==> config.mk <==
export PLATFORM = sky130hd
export DESIGN_NAME = multi_ch_signature_analyzer
export DESIGN_NICKNAME = d
export VERILOG_FILES = /design/src/rtl/sig_analyzer_pkg.sv /design/src/rtl/misr_lane.sv /design/src/rtl/multi_ch_signature_analyzer.sv
export SDC_FILE = /design/constraint.sdc
export NUM_CORES = 1
export LEC_CHECK = 0
export ABC_AREA = 0
export CAP_MARGIN = 20
export CORE_ASPECT_RATIO = 2
export CORE_MARGIN = 5
export CORE_UTILIZATION = 30
export CTS_CLUSTER_DIAMETER = 60
export CTS_CLUSTER_SIZE = 30
export DETAILED_ROUTE_END_ITERATION = 7
export PLACE_DENSITY = 0.59
export SLEW_MARGIN = 10
export SYNTH_ARGS = -nofsm -noshare
export SYNTH_HDL_FRONTEND = slang
export SYNTH_SLANG_ARGS = --single-unit
==> constraint.sdc <==
create_clock -name i_clk -period 2.8 [get_ports i_clk]
set_input_delay 0.84 -clock i_clk [delete_from_list [all_inputs] [get_ports i_clk]]
set_output_delay 0.84 -clock i_clk [all_outputs]
set_load 0.02 [all_outputs]
==> src/rtl/sig_analyzer_pkg.sv <==
// Shared types and the MISR step function for the multi-channel signature analyzer.
package sig_analyzer_pkg;

    typedef enum logic [1:0] {
        SA_IDLE = 2'd0,
        SA_RUN  = 2'd1,
        SA_DONE = 2'd2
    } st_sa_state;

    // Widest lane the shared step function supports; narrower lanes are zero-extended.
    localparam int unsigned MISR_MAX_W = 128;

    // One MISR shift: shift left, fold the dropped msb back through the tap mask, add data.
    function automatic logic [MISR_MAX_W-1:0] misr_step(
        input logic [MISR_MAX_W-1:0] s,
        input logic [MISR_MAX_W-1:0] d,
        input logic [MISR_MAX_W-1:0] poly,
        input int unsigned           w
    );
        logic [MISR_MAX_W-1:0] mask;
        logic                  msb;
        mask = {MISR_MAX_W{1'b1}} >> (MISR_MAX_W - w);
        msb  = |(s & ({{(MISR_MAX_W-1){1'b0}}, 1'b1} << (w - 1)));
        return ((s << 1) ^ (msb ? poly : '0) ^ d) & mask;
    endfunction

endpackage

==> src/rtl/misr_lane.sv <==
// Single MISR lane: clear, optional seed load, and data compaction on enable.
module misr_lane
    import sig_analyzer_pkg::*;
#(
    parameter int                    DATA_WIDTH = 54,
    parameter logic [DATA_WIDTH-1:0] POLY       = 'h63
) (
    input  logic                  i_clk,
    input  logic                  i_rst_n,
    input  logic                  i_clr,
    input  logic                  i_load,
    input  logic                  i_en,
    input  logic [DATA_WIDTH-1:0] i_seed,
    input  logic [DATA_WIDTH-1:0] i_data,
    output logic [DATA_WIDTH-1:0] o_sig
);

    logic [DATA_WIDTH-1:0] base;
    logic [DATA_WIDTH-1:0] stepped;

    // A seed and a sample in the same cycle compact the sample onto the seed.
    assign base    = i_load ? i_seed : o_sig;
    assign stepped = DATA_WIDTH'(misr_step(MISR_MAX_W'(base), MISR_MAX_W'(i_data),
                                           MISR_MAX_W'(POLY), DATA_WIDTH));

    always_ff @(posedge i_clk) begin
        // NOTE: state registers use non-blocking assignment so every lane samples pre-edge values.
        if (!i_rst_n || i_clr) begin
            o_sig <= '0;
        end else if (i_en) begin
            o_sig <= stepped;
        end else if (i_load) begin
            o_sig <= i_seed;
        end
    end

endmodule

==> src/rtl/multi_ch_signature_analyzer.sv <==
// Multi-lane MISR signature compactor with run control, XOR fold and golden compare.
module multi_ch_signature_analyzer
    import sig_analyzer_pkg::*;
#(
    parameter int                    NUM_CH     = 4,
    parameter int                    DATA_WIDTH = 54,
    parameter int                    CNT_WIDTH  = 16,
    parameter logic [DATA_WIDTH-1:0] POLY       = 'h63
) (
    input  logic                         i_clk,
    input  logic                         i_rst_n,
    input  logic                         i_stop,
    input  logic [CNT_WIDTH-1:0]         i_len,
    input  logic                         i_seed_vld,
    input  logic [DATA_WIDTH-1:0]        i_seed_data,
    input  logic [NUM_CH-1:0]            i_dut_vld,
    input  logic [NUM_CH*DATA_WIDTH-1:0] i_dut_data,
    input  logic [DATA_WIDTH-1:0]        i_golden,
    output logic                         o_busy,
    output logic                         o_vld,
    output logic [DATA_WIDTH-1:0]        o_data,
    output logic                         o_pass,
    output logic [CNT_WIDTH-1:0]         o_count,
    output logic                         o_overrun,
    output logic [NUM_CH*DATA_WIDTH-1:0] o_ch_sig
);

    st_sa_state            state;
    logic [CNT_WIDTH-1:0]  count_q;
    logic [CNT_WIDTH-1:0]  count_inc;
    logic [CNT_WIDTH-1:0]  last_count;
    logic [CNT_WIDTH-1:0]  len_q;
    logic [DATA_WIDTH-1:0] data_q;
    logic [DATA_WIDTH-1:0] fold;
    logic                  pass_q;
    logic                  vld_q;
    logic                  overrun_q;
    logic                  sample;
    logic                  lane_load;
    logic                  lane_clr;
    logic [NUM_CH-1:0]     lane_en;

    assign sample    = |i_dut_vld;
    assign count_inc = (&count_q) ? count_q : count_q + 1'b1;
    assign lane_load = (state == SA_IDLE) && i_seed_vld;
    assign lane_clr  = (state == SA_DONE);
    assign lane_en   = (state == SA_DONE) ? '0 : i_dut_vld;

    for (genvar k = 0; k < NUM_CH; k++) begin : g_lane
        misr_lane #(
            .DATA_WIDTH (DATA_WIDTH),
            .POLY       (POLY)
        ) u_lane (
            .i_clk   (i_clk),
            .i_rst_n (i_rst_n),
            .i_clr   (lane_clr),
            .i_load  (lane_load),
            .i_en    (lane_en[k]),
            .i_seed  (i_seed_data),
            .i_data  (i_dut_data[k*DATA_WIDTH +: DATA_WIDTH]),
            .o_sig   (o_ch_sig[k*DATA_WIDTH +: DATA_WIDTH])
        );
    end

    always_comb begin
        // NOTE: default first so the loop accumulator can never infer a latch.
        fold = '0;
        for (int k = 0; k < NUM_CH; k++) begin
            fold = fold ^ o_ch_sig[k*DATA_WIDTH +: DATA_WIDTH];
        end
    end

    always_ff @(posedge i_clk) begin
        if (!i_rst_n) begin
            state      <= SA_IDLE;
            count_q    <= '0;
            last_count <= '0;
            len_q      <= '0;
            data_q     <= '0;
            pass_q     <= 1'b0;
            vld_q      <= 1'b0;
            overrun_q  <= 1'b0;
        end else begin
            vld_q <= 1'b0;
            case (state)
                SA_IDLE: begin
                    if (i_seed_vld || sample) begin
                        state     <= SA_RUN;
                        count_q   <= sample ? CNT_WIDTH'(1) : '0;
                        len_q     <= i_len;
                        overrun_q <= 1'b0;
                    end
                end
                SA_RUN: begin
                    if (sample) begin
                        count_q <= count_inc;
                    end
                    if (i_stop || (len_q != '0 && sample && count_inc == len_q)) begin
                        state <= SA_DONE;
                        vld_q <= 1'b1;
                    end
                end
                SA_DONE: begin
                    state      <= SA_IDLE;
                    count_q    <= '0;
                    last_count <= count_q;
                    data_q     <= fold;
                    pass_q     <= (fold == i_golden);
                    if (sample) begin
                        overrun_q <= 1'b1;
                    end
                end
                default: state <= SA_IDLE;
            endcase
        end
    end

    // During DONE the lanes already hold the final values, so the result is presented live.
    assign o_busy    = (state != SA_IDLE);
    assign o_vld     = vld_q;
    assign o_data    = vld_q ? fold : data_q;
    assign o_pass    = vld_q ? (fold == i_golden) : pass_q;
    assign o_count   = (state == SA_IDLE) ? last_count : count_q;
    assign o_overrun = overrun_q;

endmodule
==> metrics.md, run 1 <==
| Metric | Value |
|---|---|
| Die footprint | `65590 sq um` |
| Worst-Skew Late Latency | `0.58 ns` |
| Antenna Nets Post-Route | `0` |
| Placer congestion estimate | `0.9874` |
| Minimum clock period | `3.766 ns` |
| DR vias | `20120` |
| CTS tree | `yes` |
| Number of synthesized flops with an enable pin | `0` |
| Switch share | `39.74%` |
| Top cell by count, worst path | `buf_4` |
| Crit Reg-Reg Startpoint | `count_q[9]` |
| DP Worst Slack | `-1.136 ns` |
| Final Max Tran Viols | `0` |
| Layout filler cell count | `5736` |
| Int Pwr | `11.88 mW` |
| Largest net degree at the start of global routing | `105` |
| HPWL after detailed placement | `78160 microns` |
| Post-route clock skew | `0.02634 ns` |
| Critical path class | `reg -> out` |
| First-pass GRT wire length | `138900 microns` |
| Net Switching | `7.833 mW` |
| R2r setup slk | `0.07 ns` |
| Max-cap violations | `0` |
| WL final | `97630 microns` |
| Layout cells sized above 1 | `21.58%` |
| CP peak stage delay | `0.35 ns` |
| Total GRT Usage | `28.33%` |
| GR Util met1 | `30.87%` |
| Violated checks | `design-rule violations, negative setup slack` |
| Mapped Avg Cell Area | `8.288 sq um` |
| Starting Density | `30.19%` |
| Vias per cell | `5.159` |
| Leakage | `11.44 nW` |
| Max Fclk | `265.5 MHz` |
| Min-Delay Path Class | `reg -> reg` |
| Gr busiest metal | `met2` |
| Proportion of power drawn by flip-flops and latches | `28.3%` |
| Worst setup path endpoint | `o_pass` |
| Actual slew at the worst max-slew pin | `1.104 ns` |
| Startpoint types | `flop` |
| Num CTS Buffers | `25` |
| Top_reg_cell synth | `dfxtp_1` |
| Critical Path RT | `1.96 ns` |
| Endpoint of the worst register-to-register path | `state[1]` |
| Ys Warns | `0` |
| RSZ-0062 raised after global routing | `yes` |
| Final net count | `3453` |
| IO buf count | `637` |
| Critical-path cell list | `xnor2_2 > xnor2_2 > xor2_1 > buf_4 > nand4_1 > nor4_2 > buf_4 > nand4_1 > mux2i_1 > buf_4` |
| Global route total overflow | `0` |
| CP delay by family, top | `XOR/XNOR gates` |
| Vias in the first global route | `21130` |
| Initial antenna violation count | `11` |
| Critical path data arrival time | `2.93 ns` |
| Residual DRC | `2` |
| Mapped Nets | `2535` |
| Met3 Resource Use GR | `6.156%` |
| Detailed Routing Iterations Pass 1 | `8` |
| Worst ir drop on vdd | `0.4341 mV` |
| Area grow syn2layout | `64.33%` |
| Clock Power Share | `21.1%` |
| Util after Layout | `49.61%` |
| Critical-path top delay cell | `dfxtp_1` |
| Worst-path clk slew | `0.11 ns` |
| I/O pins | `638` |
| Status | `finished with violations` |
| Post-Syn Area | `18080 sq um` |
| Combinational share of power | `50.6%` |
| Synth top area cells | `dfxtp_1, xnor2_1, a211oi_1` |
| Final Hold Fails | `0` |
| CP Buf/Inv Count | `3` |
| Synth area leader | `dfxtp_1` |
| Async SR Flop Fraction | `0%` |
| Final setup margin | `-0.9661 ns` |
| Period utilization | `134.5%` |
| Seq cells post-synth | `323` |
| # rows | `127` |
| Max_slew headroom | `26.11%` |
| Longest Clk Path Bufs | `3` |
| GR Layer Usage met2 | `52.12%` |
| Share of the synthesized area in the top cell type | `35.76%` |
| DR iter-0 viols | `1112` |
| Clock Sinks | `323` |
| Chip width | `183.6 microns` |
| Core Region | `59910 sq um` |
| Wire per inst | `25.04 microns` |
| Total power | `19.71 mW` |
| Yosys cell types | `62` |
| CP Depth | `10` |
| Clk Tree Root Cell | `clkbuf_16` |
| Crit-path max FO | `2` |
| Post-synthesis cell count | `2182` |
| Height of the die | `357.2 microns` |
| Final Setup Violations | `1` |
| Pwr dens | `663.3 nW/um^2` |
| H-tree depth | `1` |
| Sequential share of the synthesized area | `35.76%` |
| CP startpoint | `g_lane[3].u_lane.o_sig[49]` |
| Nature of the critical path endpoint | `primary output` |
| R2R depth | `9` |
power groups by stage:
stage               clock [mW]  combinational [mW]  sequential, mW
floorplan                    0                3.80            6.14
global placement             0                9.72            5.58
detailed placement           0                9.73            5.61
CTS                       4.26                9.99            5.54
global route              4.41                10.6            5.63
finish                    4.16                9.97            5.57
cells by family after synthesis:
| group | synth area share (%) |
|---|---|
| simple gates | 14.29 |
| flops | 35.76 |
| compound gates | 21.26 |
| fa+ha+maj | 0.3459 |
| mux | 2.041 |
| xor+xnor | 22.42 |
| buf+inv | 3.882 |
routing by layer:
metal | vias to the layer above | share of wire (%)
li1 | 9467 | -
met1 | 9560 | 36
met2 | 879 | 51
met3 | 203 | 7.1
met4 | 6 | 5.0
met5 | - | 0.048
timing repair:
action | in CTS | in global routing
setup endpoints to repair | 68 | 43
buffers inserted | 5 | 1
gates resized for setup | 251 | 75
hold buffers | 0 | 0
pin swaps | 15 | 12
Yosys cell counts, types with 19 or more instances:
| library cell | instances |
|---|---|
| xnor2_1 | 400 |
| nor2_1 | 365 |
| dfxtp_1 | 323 |
| a21oi_1 | 305 |
| a211oi_1 | 265 |
| clkbuf_1 | 132 |
| xor2_1 | 63 |
| and3_1 | 56 |
| nand2_1 | 50 |
| nand4_1 | 23 |
| mux2i_1 | 20 |
| buf_1 | 19 |
how the worst min path moves through the flow:
stage	slack (ns)	cells past startpoint	endpoint	start
floorplan	0.45	2	last_count[0]	last_count[0]
detailed placement	0.48	2	data_q[46]	data_q[46]
global placement	0.46	2	o_overrun	o_overrun
finish	0.48	2	data_q[11]	data_q[11]
CTS	0.49	2	data_q[9]	data_q[9]
global route	0.50	2	data_q[27]	data_q[27]
final cells by class:
cell class / count / area, sq um / area share [%]
sequential: 323 / 6487 / 21.83
clock inverter: 18 / 259.0 / 0.8715
tap: 774 / 968.4 / 3.259
inverter: 11 / 45.04 / 0.1516
multi-input combinational: 1683 / 11560 / 38.91
clock buffer: 27 / 653.1 / 2.198
timing repair buffer: 1056 / 9723 / 32.72
antenna: 7 / 17.52 / 0.05894
sequential cells by signal, indices dropped and copies added (netlist names):
signal,count
g_lane.u_lane.o_sig,216
data_q,54
count_q,16
last_count,16
len_q,16
state,2
o_overrun,1
o_vld,1
pass_q,1
worst reg2reg max path: stages, from the launching register on:
cell and delay (ns):
dfxtp_1 0.54, nand3_1 0.25, nor4_4 0.38, mux2i_1 0.28, xor2_1 0.28, nand4_2 0.16
nor4_4 0.30, buf_4 0.20, o21ai_2 0.06, a221oi_2 0.20
stage by stage:
| step | hold WS (ns) | instances | area (sq um) | setup TNS, ns |
|---|---|---|---|---|
| global route | 0.5029 | 3895 | 29710 | -1.172 |
| finish | 0.4846 | 3899 | 29720 | -0.9661 |
| global placement | 0.4609 | 3842 | 28320 | -6.458 |
| floorplan | 0.4544 | 2182 | 18080 | 0 |
| detailed placement | 0.4782 | 3842 | 28320 | -6.890 |
| CTS | 0.4905 | 3891 | 29550 | -1.020 |
layout by cell type, fill, tap and decap left out, types with 5 or more instances in the layout:
master,synthesis,final
nor2_1,365,365
xor2_1,63,62
nand4_1,23,23
nor4_2,3,5
xnor2_1,400,333
diode_2,0,7
nand2_1,50,49
mux2i_1,20,19
buf_2,6,31
clkdlybuf4s50_1,0,564
a211oi_1,265,265
xnor2_2,0,67
clkbuf_16,0,25
dfxtp_2,0,14
nor3_1,11,11
nor4_1,14,11
inv_8,0,5
o21ai_0,15,13
dfxtp_1,323,308
inv_1,9,5
and3_1,56,56
nand3_1,9,9
mux2_2,15,15
a21oi_1,305,301
clkdlybuf4s15_2,0,9
clkbuf_2,0,8
buf_4,7,403
buf_12,0,35
Note: power is estimated with default switching activity, not from simulation.
==> run 2, diff against run 1 <==
SETUP_SLACK_MARGIN = 0.5   (was unset)
==> metrics.md, run 2 (synthesized netlist as in run 1, its figures left out) <==
| Metric | Value |
|---|---|
| Final Hold Fails | `0 (unchanged)` |
| Register area | `6714 sq um (+3.5%)` |
| Core Region | `59910 sq um (unchanged)` |
| Residual DRC | `0 (-2)` |
| Post-route clock skew | `0.01857 ns (-0.007773 ns)` |
| Startpoint types | `flop` |
| Switch share | `40.26% (+0.52 points)` |
| Vias per cell | `5.222 (+1.2%)` |
| Final Max Tran Viols | `0 (unchanged)` |
| R2r setup slk | `0.09 ns (+0.02 ns)` |
| Critical Path RT | `1.96 ns (about the same)` |
| Max_slew headroom | `49.07% (+23 points)` |
| Total GRT Usage | `29.51% (+1.2 points)` |
| Final Setup Violations | `11 (+10)` |
| Total power | `21.80 mW (+11%)` |
| Net Switching | `8.775 mW (+12%)` |
| Critical path data arrival time | `3.29 ns (+0.36 ns)` |
| Height of the die | `357.2 microns (unchanged)` |
| R2R depth | `12 (+3)` |
| IO buf count | `637 (unchanged)` |
| Crit Reg-Reg Startpoint | `g_lane[0].u_lane.o_sig[49]` |
| CTS Hold Bufs | `0 (unchanged)` |
| Combinational share of power | `53.6% (+3.0 points)` |
| Clock Sinks | `323 (unchanged)` |
| Final net count | `3543 (+2.6%)` |
| Violated checks | `negative setup slack` |
| Layout cells sized above 1 | `37.63% (+16 points)` |
| Hold Path Depth | `2 (unchanged)` |
| Leakage | `15.46 nW (+35%)` |
| First-pass GRT wire length | `144600 microns (+4.1%)` |
| Largest net degree at the start of global routing | `61 (-42%)` |
| Clock Power Share | `20.2% (-0.9 points)` |
| Global route total overflow | `0 (unchanged)` |
| Worst ir drop on vdd | `0.4286 mV (-1.3%)` |
| Wire per inst | `25.98 microns (+3.7%)` |
| Starting Density | `30.19% (unchanged)` |
| Final setup margin | `-1.332 ns (-0.3661 ns)` |
| Layout filler cell count | `5320 (-7.3%)` |
| Initial antenna violation count | `15 (+4)` |
| Period utilization | `147.6% (+13 points)` |
| Hold_sp | `data_q[40]` |
| Crit-path max FO | `2 (unchanged)` |
| Area grow syn2layout | `87.84%` |
| Setup TNS Final | `-1.821 ns (-0.8546 ns)` |
| Antenna Nets Post-Route | `0 (unchanged)` |
| Min-Delay Endpoint | `data_q[40]` |
| RSZ-0062 raised after global routing | `yes` |
| Int Pwr | `13.02 mW (+9.6%)` |
| WL final | `103800 microns (+6.3%)` |
| Nature of the critical path endpoint | `primary output` |
| Max reg flops | `216 (unchanged)` |
| Max Fclk | `242.0 MHz (-8.9%)` |
| Util after Layout | `56.70% (+7.1 points)` |
| Placer congestion estimate | `1.009 (+2.2%)` |
| Min-Delay Path Class | `reg -> reg` |
| Endpoint of the worst register-to-register path | `pass_q` |
| Vias in the first global route | `21820 (+3.3%)` |
| Multi-input logic area | `13450 sq um (+16%)` |
| Num CTS Buffers | `27 (+8.0%)` |
| Longest Clk Path Bufs | `3 (unchanged)` |
| I/O pins | `638 (unchanged)` |
| Most common cell after layout, fill and taps aside | `buf_4` |
| Actual slew at the worst max-slew pin | `0.7640 ns (-0.3402 ns)` |
| CTS tree | `yes` |
| Critical path class | `reg -> out` |
| Top Registers | `g_lane.u_lane.o_sig: 216 flops, data_q: 54 flops` |
| H-tree depth | `1 (unchanged)` |
| Minimum clock period | `4.132 ns (+0.3661 ns)` |
| HPWL after detailed placement | `78930 microns (+0.98%)` |
| DR vias | `20870 (+3.8%)` |
| Detailed Routing Iterations Pass 1 | `5 (-3)` |
| Proportion of power drawn by flip-flops and latches | `26.2% (-2.1 points)` |
| Status | `finished with violations` |
| Worst-Skew Late Latency | `0.60 ns (+0.02 ns)` |
| Commonest non-fill, non-tap cells in the layout | `buf_4, nor2_1, clkdlybuf4s50_1` |
| Max-cap violations | `0 (unchanged)` |
| Worst-path clk slew | `0.11 ns (about the same)` |
| # rows | `127 (unchanged)` |
| Die footprint | `65590 sq um (unchanged)` |
| Clk Tree Root Cell | `clkbuf_16` |
| DR iter-0 viols | `1247 (+12%)` |
| Chip width | `183.6 microns (unchanged)` |
| Pwr dens | `641.7 nW/um^2 (-3.3%)` |
| Largest reg by FF count | `g_lane.u_lane.o_sig` |
run 2: cell count changes in the layout (fill, tap and decap cells not counted), moves of 96 or more:
cell / delta
dfxtp_2: +160
a21oi_1: -96
dfxtp_1: -167
dlymetal6s2s_1: +182
clkdlybuf4s50_1: -221
buf_6: +106
run 2: metrics by stage:
| step | std cells | hold WS (ns) | instance area [sq um] | setup WS (ns) |
|---|---|---|---|---|
| floorplan | 2182 | 0.4544 | 18240 | 0.2214 |
| global placement | 3863 | 0.4635 | 28660 | -1.323 |
| detailed placement | 3863 | 0.4778 | 28660 | -1.363 |
| CTS | 3947 | 0.4908 | 31900 | -1.317 |
| global route | 3990 | 0.5046 | 33950 | -1.387 |
| finish | 3997 | 0.4880 | 33970 | -1.332 |
run 2: worst max-delay path, stage by stage, from the launching register on:
cell	delay, ns
dfxtp_2	0.35
xnor2_2	0.17
xnor2_1	0.15
buf_4	0.17
xor2_1	0.16
buf_4	0.15
nand4_1	0.31
buf_4	0.28
nor4_4	0.14
buf_4	0.18
nand4_1	0.18
mux2i_4	0.29
buf_12	0.15
run 2: power groups by stage:
| stage | Clock, mW | Combinational [mW] | Sequential [mW] |
|---|---|---|---|
| 6_report | 4.40 | 11.7 | 5.72 |
| 5_1_grt | 4.65 | 12.3 | 5.77 |
| 4_1_cts | 4.50 | 11.1 | 5.66 |
| 3_5_place_dp | 0 | 9.87 | 5.61 |
| 3_3_place_gp | 0 | 9.86 | 5.58 |
| 2_1_floorplan | 0 | 3.83 | 6.16 |
run 2: timing repair:
action,CTS,global route
cloned,6,7
resized for setup,911,454
setup endpoints to repair,451,474
endpoints found under the hold margin,0,0
buffers inserted,29,30
pin swaps,129,120
run 2: area by class of cell:
| cell class | count | area share [%] |
|---|---|---|
| sequential | 323 | 19.77 |
| clock buffer | 27 | 1.989 |
| timing repair buffer | 1144 | 34.58 |
| tap | 774 | 2.851 |
| antenna | 13 | 0.09577 |
| multi-input combinational | 1683 | 39.60 |
| clock inverter | 22 | 0.9798 |
| inverter | 11 | 0.1473 |
run 2: how the worst max path moves through the flow:
stage	from	end	slack, ns	cells after the start
after CTS	g_lane[0].u_lane.o_sig[49]	o_pass	-1.32	12
after global placement	i_golden[49]	o_pass	-1.32	10
after floorplan	i_golden[2]	o_pass	0.22	5
after detailed placement	i_golden[49]	o_pass	-1.36	10
after global routing	g_lane[0].u_lane.o_sig[49]	o_pass	-1.39	12
final	g_lane[0].u_lane.o_sig[49]	o_pass	-1.33	12
run 2: metal layers:
layer / vias up / share of wire, % / GRT usage [%]
met4: 8 / 5.9 / 14.52
li1: 9666 / - / -
met2: 884 / 52 / 54.42
met5: - / 0.046 / 0
met3: 210 / 7.3 / 6.929
met1: 10100 / 35 / 31.00
==> run 3, diff against run 2 <==
CORE_ASPECT_RATIO = 0.75   (was 2)
PLACE_DENSITY = 0.57   (was 0.59)
clock period = 4.87 ns   (was 2.8 ns; I/O delays follow)
==> metrics.md, run 3 (synthesized netlist as in run 1, its figures left out) <==
| Metric | Value |
|---|---|
| DR iter-0 viols | `1312 (+5.2%)` |
| Placed Area | `25350 sq um (-12%)` |
| Longest Clk Path Bufs | `3 (unchanged)` |
| Die footprint | `65340 sq um (-0.37%)` |
| Period utilization | `94.54%` |
| Design area | `26730 sq um (-21%)` |
| Layout filler cell count | `5982 (+12%)` |
| Num CTS Buffers | `34 (+26%)` |
| Worst ir drop on vdd | `0.1759 mV (-59%)` |
| Vias per cell | `5.238 (+0.32%)` |
| # rows | `78 (-39%)` |
| Actual slew at the worst max-slew pin | `0.9506 ns (+0.1866 ns)` |
| Layout cells sized above 1 | `6.496% (-31 points)` |
| Largest net degree at the start of global routing | `101 (+66%)` |
| R2R depth | `9 (-3)` |
| DP Worst Slack | `-0.3439 ns (+1.019 ns)` |
| Area grow syn2layout | `47.82%` |
| Max reg flops | `216 (unchanged)` |
| Vias in the first global route | `18910 (-13%)` |
| RSZ-0062 raised after global routing | `yes` |
| Top Registers | `g_lane.u_lane.o_sig: 216 flops, data_q: 54 flops` |
| Top cell by count, worst path | `nand4_1` |
| Final Hold Fails | `0 (unchanged)` |
| Minimum clock period | `4.604 ns` |
| Critical-path cell list | `clkdlybuf4s50_1 > xor2_1 > nand4_1 > nor4_2 > nand4_1 > mux2i_1 > buf_4 > buf_12` |
| Crit Reg-Reg Startpoint | `count_q[0]` |
| H-tree depth | `2 (+1)` |
| Final net count | `3099 (-13%)` |
| Critical path data arrival time | `3.14 ns (-0.15 ns)` |
| WL final | `89630 microns (-14%)` |
| Clk Tree Root Cell | `clkbuf_16` |
| Wire per inst | `25.06 microns (-3.5%)` |
| Final Max Tran Viols | `0 (unchanged)` |
| HPWL after detailed placement | `68750 microns (-13%)` |
| Post-route clock skew | `0.03425 ns (+0.01568 ns)` |
| Worst-path clk slew | `0.07 ns (-0.04 ns)` |
| Final Setup Violations | `0 (-11)` |
| CTS Hold Bufs | `0 (unchanged)` |
| Min-Delay Path Class | `reg -> reg` |
| First-pass GRT wire length | `128600 microns (-11%)` |
| CTS tree | `yes` |
| Status | `completed` |
| Endpoint of the worst register-to-register path | `state[1]` |
| IO buf count | `637 (unchanged)` |
| R2r setup slk | `1.53 ns (+1.44 ns)` |
| Clock Sinks | `323 (unchanged)` |
| Antenna Nets Post-Route | `0 (unchanged)` |
| CP startpoint | `i_golden[8]` |
| I/O pins | `638 (unchanged)` |
| Starting Density | `30.08% (-0.11 points)` |
| Detailed Routing Iterations Pass 1 | `5 (unchanged)` |
| Startpoint types | `input pin` |
| Commonest non-fill, non-tap cells in the layout | `clkdlybuf4s50_1, xnor2_1, nor2_1` |
| CP peak stage delay | `0.47 ns (+0.12 ns)` |
| Max-cap violations | `0 (unchanged)` |
| Largest reg by FF count | `g_lane.u_lane.o_sig` |
| Setup TNS Final | `0 ns (+1.821 ns)` |
| Critical Path RT | `3.41 ns (+1.45 ns)` |
| Worst hold margin | `0.4861 ns (-0.001844 ns)` |
| Critical path class | `in -> out` |
| Final setup margin | `0.2658 ns (+1.598 ns)` |
| Total GRT Usage | `26.07% (-3.4 points)` |
| Max Fclk | `217.2 MHz` |
| Most common cell after layout, fill and taps aside | `clkdlybuf4s50_1` |
| Worst setup path endpoint | `o_pass` |
| Crit-path max FO | `2 (unchanged)` |
| Initial antenna violation count | `19 (+4)` |
| Worst-Skew Late Latency | `0.57 ns (-0.03 ns)` |
| Core Region | `60120 sq um (+0.35%)` |
| Critical-path top delay cell | `clkdlybuf4s50_1` |
| Placer congestion estimate | `0.9559 (-5.3%)` |
| Height of the die | `222.6 microns (-38%)` |
| Pwr dens | `408.5 nW/um^2 (-36%)` |
| Max_slew headroom | `36.39% (-13 points)` |
| Chip width | `293.5 microns (+60%)` |
| Leakage | `9.331 nW (-40%)` |
| Nature of the critical path endpoint | `primary output` |
| Global route total overflow | `0 (unchanged)` |
| DR vias | `18740 (-10%)` |
| Residual DRC | `0 (unchanged)` |
-- run 3: changes by cell type in the layout (fill, tap and decap cells not counted), moves of 101 or more --
cell and delta:
dfxtp_1 +181, buf_6 -101, clkdlybuf4s50_1 +253, buf_4 -364, xnor2_2 -140, dlymetal6s2s_1 -182
xnor2_1 +146, dfxtp_2 -174
-- run 3: what timing repair did --
item                       in CTS  in global routing
setup endpoints to repair       2                  1
pin swaps                      19                  1
setup buffers                   0                  0
gates resized for setup        66                  2
-- run 3: worst max-delay path, delay by kind of cell --
kind | cells | cell delay, ns
buf+inv | 3 | 0.72
simple gates | 3 | 0.64
xor+xnor | 1 | 0.17
mux | 1 | 0.16
-- run 3: final cells by class --
type | count | area [sq um] | area share [%]
diodes | 6 | 15.01 | 0.05617
clock buffers | 40 | 967.2 | 3.618
clock inverters | 21 | 317.8 | 1.189
inverters | 11 | 43.79 | 0.1638
multi-input cells | 1683 | 11080 | 41.46
flip-flops and latches | 323 | 6470 | 24.20
well taps | 800 | 1001 | 3.745
repair buffers | 693 | 6834 | 25.57
-- run 3: routing by layer --
metal | share of wire, % | wire length, microns | vias up | GRT usage [%]
met5 | 0.11 | 103 | - | 0
met4 | 3.9 | 3496 | 16 | 9.570
met3 | 8.6 | 7688 | 178 | 7.795
met2 | 44 | 39830 | 787 | 40.93
met1 | 43 | 38520 | 9001 | 33.96
li1 | - | - | 8756 | -
-- run 3: power by group --
| part | switching [mW] | leakage (nW) | internal (mW) |
|---|---|---|---|
| registers | 0.335 | 2.67 | 2.94 |
| logic | 2.65 | 6.05 | 1.95 |
| clock network | 1.34 | 0.618 | 1.70 |
-- run 3: worst min-delay path by stage --
stage | start | endpoint | slack, ns | cells after the start
global placement | last_count[12] | last_count[12] | 0.47 | 2
CTS | data_q[43] | data_q[43] | 0.49 | 2
detailed placement | data_q[43] | data_q[43] | 0.48 | 2
finish | data_q[44] | data_q[44] | 0.49 | 2
floorplan | last_count[0] | last_count[0] | 0.45 | 2
global route | data_q[13] | data_q[13] | 0.50 | 2
-- run 3: per-stage QoR --
step                      std cells  power (mW)  util [%]
final                          3577       10.92     44.46
after global routing           3577       11.41     44.46
after CTS                      3571       10.98     44.41
after detailed placement       3510       7.867     42.17
after global placement         3510       7.870     42.17
after floorplan                2182       5.715         -
